--- config.mk ---
export PLATFORM = sky130hd
export DESIGN_NAME = bw_clk_cl_jbi_seq
export DESIGN_NICKNAME = d
export VERILOG_FILES = /design/src/rtl/bw_clk_seq_pkg.sv /design/src/rtl/bw_clk_seq_cnt.sv /design/src/rtl/bw_clk_cl_jbi_seq.sv
export SDC_FILE = /design/constraint.sdc
export NUM_CORES = 1
export LEC_CHECK = 0
export BUFFER_PORTS_ARGS = -buffer_cell sky130_fd_sc_hd__buf_2
export CORE_MARGIN = 2
export CORE_UTILIZATION = 55
export DETAILED_ROUTE_END_ITERATION = 7
export PLACE_DENSITY = 0.79
export SYNTH_ARGS = -nofsm -noshare
export SYNTH_HDL_FRONTEND = slang
export SYNTH_SLANG_ARGS = --single-unit
--- constraint.sdc ---
create_clock -name gclk -period 2.95 [get_ports gclk]
set_input_delay 0.295 -clock gclk [delete_from_list [all_inputs] [get_ports gclk]]
set_output_delay 0.295 -clock gclk [all_outputs]
set_load 0.005 [all_outputs]
--- src/rtl/bw_clk_seq_pkg.sv ---
// Shared definitions for the JBI JBus clock-cluster reset/clock-enable sequencer.
package bw_clk_seq_pkg;

   typedef enum logic [2:0] {
      ST_RST       = 3'd0,
      ST_CKEN_WAIT = 3'd1,
      ST_GRST_WAIT = 3'd2,
      ST_RUN       = 3'd3,
      ST_WRST      = 3'd4,
      ST_DBG       = 3'd5,
      ST_STOPPED   = 3'd6
   } seq_state_t;

   localparam int CKEN_DLY_DEF = 8;
   localparam int GRST_DLY_DEF = 16;
   localparam int DBG_DLY_DEF  = 4;
   localparam int CNT_W_DEF    = 5;

endpackage

--- src/rtl/bw_clk_seq_cnt.sv ---
// Loadable down-counter with zero flag; it idles at zero until the next load.
module bw_clk_seq_cnt #(
   parameter int CNT_W = 5
) (
   input  logic             i_clk,
   input  logic             i_rst_n,
   input  logic             i_load,
   input  logic [CNT_W-1:0] i_load_val,
   output logic             o_zero
);

   logic [CNT_W-1:0] r_cnt;

   always_ff @(posedge i_clk or negedge i_rst_n) begin
      if (!i_rst_n) begin
         r_cnt <= '0;
      end else if (i_load) begin
         r_cnt <= i_load_val;
      end else if (r_cnt != '0) begin
         r_cnt <= r_cnt - CNT_W'(1);
      end
   end

   assign o_zero = (r_cnt == '0);

endmodule

--- src/rtl/bw_clk_cl_jbi_seq.sv ---
// Reset and clock-enable sequencer feeding the JBus cluster header.
module bw_clk_cl_jbi_seq
   import bw_clk_seq_pkg::*;
#(
   parameter int CKEN_DLY = CKEN_DLY_DEF,
   parameter int GRST_DLY = GRST_DLY_DEF,
   parameter int DBG_DLY  = DBG_DLY_DEF,
   parameter int CNT_W    = CNT_W_DEF
) (
   input  logic gclk,
   input  logic arst_l,
   input  logic wrst_req,
   input  logic dbginit_req,
   input  logic clkstop_req,
   output logic cluster_cken,
   output logic grst_l,
   output logic gdbginit_l,
   output logic seq_busy,
   output logic seq_done
);

   // Counter reload values: a delay of D cycles means D-1 down to 0.
   localparam logic [CNT_W-1:0] LD_CKEN = CNT_W'(CKEN_DLY - 1);
   localparam logic [CNT_W-1:0] LD_GRST = CNT_W'(GRST_DLY - 1);
   localparam logic [CNT_W-1:0] LD_DBG  = CNT_W'(DBG_DLY - 1);

   seq_state_t       r_state;
   logic             r_cken;
   logic             r_grst_l;
   logic             r_dbg_l;
   logic             r_busy;
   logic             r_done;

   logic             w_load;
   logic [CNT_W-1:0] w_load_val;
   logic             w_zero;

   // Counter is reloaded on the same edge the FSM enters a timed state.
   always_comb begin
      w_load     = 1'b0;
      w_load_val = '0;
      case (r_state)
         ST_RST: begin
            w_load     = 1'b1;
            w_load_val = LD_CKEN;
         end
         ST_CKEN_WAIT: begin
            if (w_zero) begin
               w_load     = 1'b1;
               w_load_val = LD_GRST;
            end
         end
         ST_RUN: begin
            if (wrst_req) begin
               w_load     = 1'b1;
               w_load_val = LD_GRST;
            end else if (dbginit_req) begin
               w_load     = 1'b1;
               w_load_val = LD_DBG;
            end
         end
         default: begin
            w_load     = 1'b0;
            w_load_val = '0;
         end
      endcase
   end

   bw_clk_seq_cnt #(
      .CNT_W (CNT_W)
   ) u_cnt (
      .i_clk      (gclk),
      .i_rst_n    (arst_l),
      .i_load     (w_load),
      .i_load_val (w_load_val),
      .o_zero     (w_zero)
   );

   always_ff @(posedge gclk or negedge arst_l) begin
      if (!arst_l) begin
         r_state  <= ST_RST;
         r_cken   <= 1'b0;
         r_grst_l <= 1'b0;
         r_dbg_l  <= 1'b0;
         r_busy   <= 1'b1;
         r_done   <= 1'b0;
      end else begin
         r_done <= 1'b0;
         case (r_state)
            ST_RST: begin
               r_state <= ST_CKEN_WAIT;
            end
            ST_CKEN_WAIT: begin
               if (w_zero) begin
                  r_state <= ST_GRST_WAIT;
                  r_cken  <= 1'b1;
               end
            end
            ST_GRST_WAIT: begin
               if (w_zero) begin
                  r_state  <= ST_RUN;
                  r_grst_l <= 1'b1;
                  r_dbg_l  <= 1'b1;
                  r_done   <= 1'b1;
                  r_busy   <= 1'b0;
               end
            end
            // Only one request is taken; lower-priority ones are dropped.
            ST_RUN: begin
               if (wrst_req) begin
                  r_state  <= ST_WRST;
                  r_grst_l <= 1'b0;
                  r_dbg_l  <= 1'b0;
                  r_busy   <= 1'b1;
               end else if (dbginit_req) begin
                  r_state <= ST_DBG;
                  r_dbg_l <= 1'b0;
                  r_busy  <= 1'b1;
               end else if (clkstop_req) begin
                  r_state <= ST_STOPPED;
                  r_cken  <= 1'b0;
                  r_busy  <= 1'b1;
               end
            end
            ST_WRST: begin
               if (w_zero) begin
                  r_state  <= ST_RUN;
                  r_grst_l <= 1'b1;
                  r_dbg_l  <= 1'b1;
                  r_done   <= 1'b1;
                  r_busy   <= 1'b0;
               end
            end
            ST_DBG: begin
               if (w_zero) begin
                  r_state <= ST_RUN;
                  r_dbg_l <= 1'b1;
                  r_done  <= 1'b1;
                  r_busy  <= 1'b0;
               end
            end
            ST_STOPPED: begin
               if (!clkstop_req) begin
                  r_state <= ST_RUN;
                  r_cken  <= 1'b1;
                  r_busy  <= 1'b0;
               end
            end
            default: begin
               r_state <= ST_RST;
            end
         endcase
      end
   end

   assign cluster_cken = r_cken;
   assign grst_l       = r_grst_l;
   assign gdbginit_l   = r_dbg_l;
   assign seq_busy     = r_busy;
   assign seq_done     = r_done;

endmodule

==> flow_summary.toml, run 1 <==
[floorplan]
io_pins = 10
die_y_um = 41.7
dieArea_um2 = 1740
coreArea_um2 = 1320
die_w_um = 41.7
start_util = 0.593
rows = 13

[cells_and_area]
antennaDiodeCount = 0
area_growth_pct = 10.3
layoutNonFillerInstCount = 111
postLayoutCoreUtil = 0.653
layout-drive-gt1-share = 0.156
final_nets = 103

[timing]
fin_ws_ns = 0.924
rsz0062_at_grt = "no"
fmax_ghz = 0.494
fin_setup_tns_ns = 0
slew_violations = 0
worst_pin_slew_ns = 0.630
hold_violations = 0
setup_viol = 0
period_share = 0.687
finClkSkew_ns = 0.00203
post-route-min-period_ns = 2.03
slew_headroom = 0.580

[critical_path]
path_class = "reg2reg"
worstPathArrival_ns = 2.20
crit_fanout = 10
end_kind = "flop"
critPathRequiredTime_ns = 3.12
critPathLaunchType = "flop"

[grt]
busiest_layer = "met2"
antenna_found_initial = 0
use_met3 = 0.0261
grt_max_degree = 23
grt_use_total = 0.216
gr-usage-met2 = 0.350
first_global_vias = 646
grt_pass1_wl_um = 2900
overflow = 0
use_met1 = 0.287

[clocking]
clock-sinks = 13
clk_pin_slew_ns = 0.08
cts-buffers-inserted = 3
cts_max_level = 1
insertion_delay_ns = 0.27
cts-root-buf = "clkbuf_4"
cts_buffer_depth = 2
cts_tree = "done"
cts_setup_buffers = 0

[power]
clock_power_share = 0.142
irDropWorstVdd_mv = 0.549
p_leak_nw = 0.377
power_density_nw_per_um2 = 927
pwr-share-seq = 0.441
power_frac_comb = 0.416
switching_share = 0.418
netSwitchingPower_uw = 334
p_int_uw = 464

[run]
max-cap-violations = 0

[drt]
routedWlPerCell_um = 15.2
drt_iter0_drc = 30
postRouteAntennaNets = 0
first_pass_iters = 4
via_per_inst = 6.42
drc = 0
vias = 713
totalWireLength_um = 1690

[place]
hpwl_um = 1100
routabilityCongestion = 0.789
dp.cells = 106
dp_worst_setup_slack_ns = 0.961
portBuffers = 9

[synth]
synth_cell_type_count = 42
ys_warn_count = 0
syn_avg_cell_area_um2 = 8.87
yosysMostFrequentCell = "dfrtp_1"
synth_common_cells = "12 x dfrtp_1, 8 x nor2_1, 6 x nand2_1, 5 x a21oi_1, 5 x clkbuf_1"
async_flop_share = 1.00
synthesis.instances = 88
synth_edf_count = 0
ys_seq_area_frac = 0.418
synth_top_area_frac = 0.385
synth_top_area_cell = "dfrtp_1"
synthFlopType = "dfrtp_1"
synth_seq_cells = 13
syn-cell-area_um2 = 781
synth_fp_nets = 94
yosys-top-cells-area = "dfrtp_1 38%, nor2_1 3.8%, dfstp_2 3.4%, a21oi_1 3.2%, nand2_1 2.9%"

[min_path]
hp-class = "in2reg"

[outcome]
status = "finished, final reports clean"
placed cells by master, fill, tap and decap left out, types with 3 or more instances in the layout:
master,n
a21oi_1,5
nor2_1,8
inv_1,4
nor2b_1,3
dfrtp_1,12
buf_2,9
clkbuf_4,3
o21ai_0,3
nand2_1,6
registers in the layout, indices dropped and copies added (netlist names):
signal	cells
r_state	3
cluster_cken	1
u_cnt.r_cnt	5
gdbginit_l	1
grst_l	1
seq_done	1
seq_busy	1
area by class of cell:
| class | instances | area (um^2) |
|---|---|---|
| well taps | 15 | 18.8 |
| repair buffers | 11 | 62.6 |
| clock buffers | 4 | 26.3 |
| fillers | 100 | 457 |
| flip-flops and latches | 13 | 327 |
| inverters | 4 | 15.0 |
| multi-input cells | 64 | 412 |
worst paths after layout:
path	from	end	slack (ns)	depth (start not counted)
max reg2reg	u_cnt.r_cnt[0]	u_cnt.r_cnt[1]	0.92	5
min reg2reg	gdbginit_l	gdbginit_l	0.55	2
max in group asynchronous	arst_l	seq_busy	2.24	2
min in group asynchronous	arst_l	gdbginit_l	0.43	2
max	u_cnt.r_cnt[0]	u_cnt.r_cnt[1]	0.92	5
min	dbginit_req	r_state[1]	0.41	4
cells by family after synthesis:
family | Yosys count | share of synthesized area
buffers and inverters | 11 | 0.0545
flip-flops | 13 | 0.418
AND/OR/NAND/NOR | 31 | 0.213
adder cells (fa/ha/maj) | 1 | 0.0160
AO/OA/AOI/OAI | 31 | 0.287
XOR/XNOR | 1 | 0.0112
through the flow:
stage                     power (mW)  instance area (um^2)  hold slack (ns)
after detailed placement       0.681                   825            0.202
final                          0.798                   861            0.410
after floorplan                0.598                   781        -0.000591
after CTS                      0.798                   861            0.403
after global placement         0.671                   825            0.194
after global routing           0.866                   861            0.422
worst max-delay path, cell delays in order (launching register included):
cell and delay, ns:
dfrtp_1 0.41, inv_1 0.09, ha_1 0.22, or4b_1 0.63, or3_1 0.40, a21o_1 0.18
power by group through the flow:
stage	logic (mW)	clock network, mW	registers, mW
5_1_grt	0.373	0.125	0.368
6_report	0.332	0.114	0.352
3_3_place_gp	0.323	0	0.348
3_5_place_dp	0.328	0	0.352
2_1_floorplan	0.305	0	0.293
4_1_cts	0.332	0.117	0.349
per-layer routing:
metal | vias up | wire (um) | part of all wire
met4 | 0 | 34 | 0.020
li1 | 341 | - | -
met1 | 337 | 728 | 0.43
met2 | 31 | 824 | 0.49
met3 | 4 | 100 | 0.059
met5 | - | 0 | 0
repair_timing:
action / CTS / global route
endpoints found under the hold margin: 12 / 0
hold buffers: 1 / 0
gates resized for setup: 0 / 0
endpoints found under the setup margin: 0 / 0
Power figures use the tool's default switching activity.
==> inputs of run 2 (changes only) <==
--- a/config.mk
+++ b/config.mk
@@ -7,9 +7,9 @@
 export LEC_CHECK = 0
 export BUFFER_PORTS_ARGS = -buffer_cell sky130_fd_sc_hd__buf_2
 export CORE_MARGIN = 2
-export CORE_UTILIZATION = 55
+export CORE_UTILIZATION = 49
 export DETAILED_ROUTE_END_ITERATION = 7
-export PLACE_DENSITY = 0.79
+export PLACE_DENSITY = 0.75
 export SYNTH_ARGS = -nofsm -noshare
 export SYNTH_HDL_FRONTEND = slang
 export SYNTH_SLANG_ARGS = --single-unit
==> constraint.sdc (replaced) <==
create_clock -name gclk -period 1.8 [get_ports gclk]
set_input_delay 0.18 -clock gclk [delete_from_list [all_inputs] [get_ports gclk]]
set_output_delay 0.18 -clock gclk [all_outputs]
set_load 0.005 [all_outputs]
==> run 2 against run 1 <==
Routed wire length rose by 10%. Die area grew 11%. Critical path depth unchanged. Sequential power increased by 49%. Worst setup slack lost 0.86 ns. Fmax increased by 17%. First-iteration DRC count is 77% lower. Combinational power up 120%. Total power rose by 81%. Cell count rose by 7.2%.
==> flow_summary.toml, run 2 (synthesized netlist as in run 1, its figures left out) <==
[outcome]
status = "finished, final reports clean"

[timing]
finClkSkew_ns = 0.00704
fin_setup_tns_ns = 0
fmax_ghz = 0.576
hold_violations = 0
setup_viol = 0
post-route-min-period_ns = 1.74
slew_violations = 0
slew_headroom = 0.622
worst_pin_slew_ns = 0.565
period_share = 0.965
whs_ns = 0.259
rsz0062_at_grt = "yes"

[critical_path]
end_kind = "flop"
slowest_stage = "or4b_4"
critPathRequiredTime_ns = 1.99
max_stage_delay_ns = 0.46
path_cells = "inv_1 > ha_2 > or4b_4 > or3_1 > a21o_1"
critPathLaunchType = "flop"
path_class = "reg2reg"
crit_fanout = 3
worstPathArrival_ns = 1.92

[clocking]
cts_buffer_depth = 2
cts-buffers-inserted = 3
clk_pin_slew_ns = 0.09
cts_tree = "done"
cts-root-buf = "clkbuf_4"
cts_max_level = 1
clock-sinks = 13
insertion_delay_ns = 0.29

[cells_and_area]
finish.instance_area_um2 = 927
antennaDiodeCount = 0
final_nets = 110
ff_latch_area_um2 = 327
area_growth_pct = 18.7
largest_register_ffs = 5
mostFrequentLayoutCells = "12 x dfrtp_1, 9 x buf_2, 8 x nor2_1, 8 x buf_4, 6 x nand2_1"
multi_input_area_um2 = 423
largest_registers = "u_cnt.r_cnt: 5 flops, r_state: 3 flops"
layout-drive-gt1-share = 0.262
fill_cells = 142
top_register = "u_cnt.r_cnt"
layoutNonFillerInstCount = 119
layout_commonest_cell = "dfrtp_1"

[place]
routabilityCongestion = 0.766
portBuffers = 9
hpwl_um = 1250
dp.cells = 113
placement.cell_area_um2 = 877

[grt]
first_global_vias = 734
grt_use_total = 0.241
overflow = 0
grt_max_degree = 18
grt_pass1_wl_um = 3310
antenna_found_initial = 0

[floorplan]
die_w_um = 43.9
io_pins = 10
rows = 14
die_y_um = 43.9
dieArea_um2 = 1930
start_util = 0.518
coreArea_um2 = 1510

[power]
power_density_nw_per_um2 = 1550
irDropWorstVdd_mv = 0.863
p_leak_nw = 0.413

[drt]
first_pass_iters = 4
via_per_inst = 6.17
drt-met1-wl_um = 797
drc = 0
dr_wl_met2_um = 931
drt_iter0_drc = 7
postRouteAntennaNets = 0
route.met3.wl_um = 92
totalWireLength_um = 1860
top_layer = "met4"
vias = 734
routedWlPerCell_um = 15.7

[min_path]
hp-class = "in2reg"

[run]
max-cap-violations = 0
## run 2: timing repair
item / in CTS / in global routing
hold buffers: 1 / 0
gates resized for setup: 0 / 2
buffers inserted: 0 / 1
setup endpoints to repair: 0 / 2
endpoints found under the hold margin: 12 / 0
## run 2: critical path, delay by kind of cell (launching register included)
kind | cells | cell delay (ns)
AO/OA/AOI/OAI | 1 | 0.16
buffers and inverters | 1 | 0.08
adder cells (fa/ha/maj) | 1 | 0.17
AND/OR/NAND/NOR | 2 | 0.81
flip-flops | 1 | 0.42
## run 2: cell type report
| cell class | instances | area share |
|---|---|---|
| timing repair buffer | 18 | 0.124 |
| tap | 16 | 0.0216 |
| multi-input combinational | 64 | 0.456 |
| inverter | 4 | 0.0162 |
| sequential | 13 | 0.352 |
| clock inverter | 1 | 0.00540 |
| clock buffer | 3 | 0.0243 |
## run 2: power breakdown
part           total, mW  internal [mW]  switching, mW
Combinational      0.721          0.356          0.365
Sequential         0.524          0.403          0.121
Clock              0.195         0.0829          0.112
## run 2: worst paths after layout
check | startpoint | slack [ns] | cells after the start | to
min in group asynchronous | arst_l | 0.29 | 2 | r_state[2]
worst max register to register | u_cnt.r_cnt[1] | 0.06 | 5 | u_cnt.r_cnt[1]
worst min-delay path | dbginit_req | 0.26 | 4 | gdbginit_l
worst min register to register | gdbginit_l | 0.55 | 2 | gdbginit_l
worst max-delay path | u_cnt.r_cnt[1] | 0.06 | 5 | u_cnt.r_cnt[1]
max in group asynchronous | arst_l | 1.22 | 2 | seq_busy
## run 2: metrics by stage
stage,total power [mW],setup slack (ns),utilization
2_1_floorplan,0.999,-0.0354,-
6_report,1.44,0.0628,0.615
5_1_grt,1.58,-0.00142,0.615
4_1_cts,1.42,0.0190,0.607
3_5_place_dp,1.21,0.0410,0.582
3_3_place_gp,1.19,0.117,0.582
## run 2: per-layer routing
metal / vias to the layer above / global-route usage
li1: 358 / -
met1: 350 / 0.280
met2: 21 / 0.397
met3: 5 / 0.0750
met4: 0 / 0.121
met5: - / 0
==> inputs of run 3 (changes only) <==
--- a/config.mk
+++ b/config.mk
@@ -5,10 +5,11 @@
 export SDC_FILE = /design/constraint.sdc
 export NUM_CORES = 1
 export LEC_CHECK = 0
-export BUFFER_PORTS_ARGS = -buffer_cell sky130_fd_sc_hd__buf_2
+export ABC_AREA = 1
 export CORE_MARGIN = 2
-export CORE_UTILIZATION = 49
+export CORE_UTILIZATION = 54
 export DETAILED_ROUTE_END_ITERATION = 7
+export DONT_BUFFER_PORTS = 1
 export PLACE_DENSITY = 0.75
 export SYNTH_ARGS = -nofsm -noshare
 export SYNTH_HDL_FRONTEND = slang
==> run 3 against run 2 <==
Worst hold slack got worse by 0.11 ns. Cell count up 11%. Sequential power is 3% lower. Register-to-register slack gained 0.30 ns. Sequential cell count stayed put. Design area shrank 2.0%. Via count fell by 7.8%. First-iteration DRC count is 86% higher. Critical path type unchanged. Largest cell class unchanged. Largest power group unchanged.
==> flow_summary.toml, run 3 <==
[min_path]
holdPathStages = 4
min_to = "r_state[0]"
hp-class = "in2reg"
hp-start = "dbginit_req"

[critical_path]
path_common_cell = "nand2_1"
path_cells = "inv_1 > ha_1 > nand2_1 > nor2_1 > nand2_1 > nand2_4 > nor2_4 > nand2_1 > nand2_1"
critPathRequiredTime_ns = 1.96
ff2ff_path_depth = 9
crit_fanout = 3
critPathLaunchType = "flop"
path_class = "reg2reg"
path_buf_inv = 1
r2r_slack_ns = 0.36
end_kind = "flop"
max_stage_delay_ns = 0.38
slowest_stage = "dfrtp_1"
reg2reg_to = "u_cnt.r_cnt[0]"
timing.rr.start = "u_cnt.r_cnt[0]"
worstPathArrival_ns = 1.60
crit_family = "simple AND/OR/NAND/NOR gates"

[synth]
ys_seq_area_frac = 0.383
synth_top_area_frac = 0.352
synth_fp_nets = 117
syn-cell-area_um2 = 852
yosys-top-cells-area = "dfrtp_1 35%, nand2_1 15%, inv_1 5.3%, nand2_4 5.3%, nor2_1 4.4%"
async_flop_share = 1.00
synth_common_cells = "33 x nand2_1, 12 x dfrtp_1, 12 x inv_1, 10 x nor2_1, 5 x nand3_1"
yosysMostFrequentCell = "nand2_1"
syn_avg_cell_area_um2 = 7.68
synth_edf_count = 0
synth_seq_cells = 13
synthesis.instances = 111
ys_warn_count = 0
synth_top_area_cell = "dfrtp_1"
synthFlopType = "dfrtp_1"
synth_cell_type_count = 25

[clocking]
clk_pin_slew_ns = 0.08
cts_buffer_depth = 2
cts_max_level = 1
cts_tree = "done"
cts_resized = 0
hold_buffers = 1
insertion_delay_ns = 0.27
cts-root-buf = "clkbuf_4"
cts-buffers-inserted = 3
clock-sinks = 13
cts_setup_buffers = 0

[timing]
fin_ws_ns = 0.365
slew_violations = 0
fmax_ghz = 0.697
period_share = 0.797
rsz0062_at_grt = "no"
post-route-min-period_ns = 1.44
fin_setup_tns_ns = 0
worst_pin_slew_ns = 0.597
setup_viol = 0
finClkSkew_ns = 0.00219
slew_headroom = 0.601
hold_violations = 0

[grt]
antenna_found_initial = 0
grt_max_degree = 14
overflow = 0
grt_use_total = 0.213
first_global_vias = 749
grt_pass1_wl_um = 2970

[place]
dp_worst_setup_slack_ns = 0.367
portBuffers = 0
hpwl_um = 1280
routabilityCongestion = 0.829

[drt]
drc = 0
totalWireLength_um = 1580
postRouteAntennaNets = 0
via_per_inst = 5.13
vias = 677
first_pass_iters = 4
drt_iter0_drc = 13
routedWlPerCell_um = 12.0

[run]
max-cap-violations = 0

[floorplan]
dieArea_um2 = 1910
io_pins = 10
coreArea_um2 = 1490
start_util = 0.572
rows = 14
die_w_um = 43.7
die_y_um = 43.7

[cells_and_area]
area_growth_pct = 6.61
antennaDiodeCount = 0
fill_cells = 121
layout_commonest_cell = "nand2_1"
largest_register_ffs = 5
mostFrequentLayoutCells = "33 x nand2_1, 12 x inv_1, 12 x dfrtp_1"
top_register = "u_cnt.r_cnt"
largest_registers = "u_cnt.r_cnt: 5 flops, r_state: 3 flops"
layout-drive-gt1-share = 0.241
final_nets = 123

[power]
clock_power_share = 0.112
switching_share = 0.483
netSwitchingPower_uw = 774
power_density_nw_per_um2 = 1760
power_frac_comb = 0.572
p_leak_nw = 0.475
irDropWorstVdd_mv = 0.958
p_int_uw = 828
pwr-share-seq = 0.316

[outcome]
status = "finished, final reports clean"
==> run 3: cell count changes after synthesis, sizes merged, moves of 3 or more <==
cell	change
nand3	+8
inv	+12
nor2b	-3
nor2	+8
nand2	+34
clkbuf	-5
==> run 3: worst min-delay path: cells and delay by family <==
family,cells,cell delay [ns]
and+or+nand+nor,4,0.20
==> run 3: worst max path at each step <==
stage                         from             end  slack (ns)  cells past startpoint
floorplan           u_cnt.r_cnt[0]      r_state[0]        0.49                      7
detailed placement  u_cnt.r_cnt[0]  u_cnt.r_cnt[0]        0.37                      9
global placement    u_cnt.r_cnt[0]      r_state[2]        0.39                      8
global route        u_cnt.r_cnt[0]  u_cnt.r_cnt[0]        0.20                      9
CTS                 u_cnt.r_cnt[0]  u_cnt.r_cnt[0]        0.35                      9
finish              u_cnt.r_cnt[0]  u_cnt.r_cnt[0]        0.36                      9
==> run 3: layout make-up <==
class | count | area [um^2] | share of cell area
repair buffers | 1 | 10.0 | 0.0110
multi-input cells | 81 | 462 | 0.508
inverters | 17 | 63.8 | 0.0702
flip-flops and latches | 13 | 327 | 0.360
well taps | 16 | 20.0 | 0.0220
clock buffers | 4 | 26.3 | 0.0289
==> run 3: layer usage <==
metal,GRT usage,vias to the layer above,part of all wire
met5,0,-,0
met4,0.115,0,0.016
met3,0.0375,4,0.016
met2,0.371,4,0.53
met1,0.245,315,0.44
li1,-,354,-
==> run 3: power groups by stage <==
stage / combinational, mW / clock (mW) / sequential [mW]
after global routing: 1.07 / 0.197 / 0.522
after global placement: 0.903 / 0 / 0.508
after floorplan: 0.775 / 0 / 0.491
after CTS: 0.929 / 0.182 / 0.507
after detailed placement: 0.918 / 0 / 0.513
final: 0.917 / 0.179 / 0.507
==> run 3: per-stage QoR <==
step | std cells | total power [mW] | utilization | cell area, um^2 | hold slack, ns
2_1_floorplan | 111 | 1.27 | - | 852 | -0.116
3_3_place_gp | 127 | 1.41 | 0.586 | 872 | -0.115
3_5_place_dp | 127 | 1.43 | 0.586 | 872 | -0.115
4_1_cts | 132 | 1.62 | 0.610 | 908 | 0.150
5_1_grt | 132 | 1.79 | 0.610 | 908 | 0.164
6_report | 132 | 1.60 | 0.610 | 908 | 0.150
==> run 3: cell families after synthesis <==
kind of cell | after synthesis | share of synthesized area
buffers and inverters | 17 | 0.0749
DFF | 13 | 0.383
adders and majority gates | 1 | 0.0147
xor gates and xnor gates | 2 | 0.0206
AOI/OAI and AO/OA | 12 | 0.0954
and+or+nand+nor | 66 | 0.411
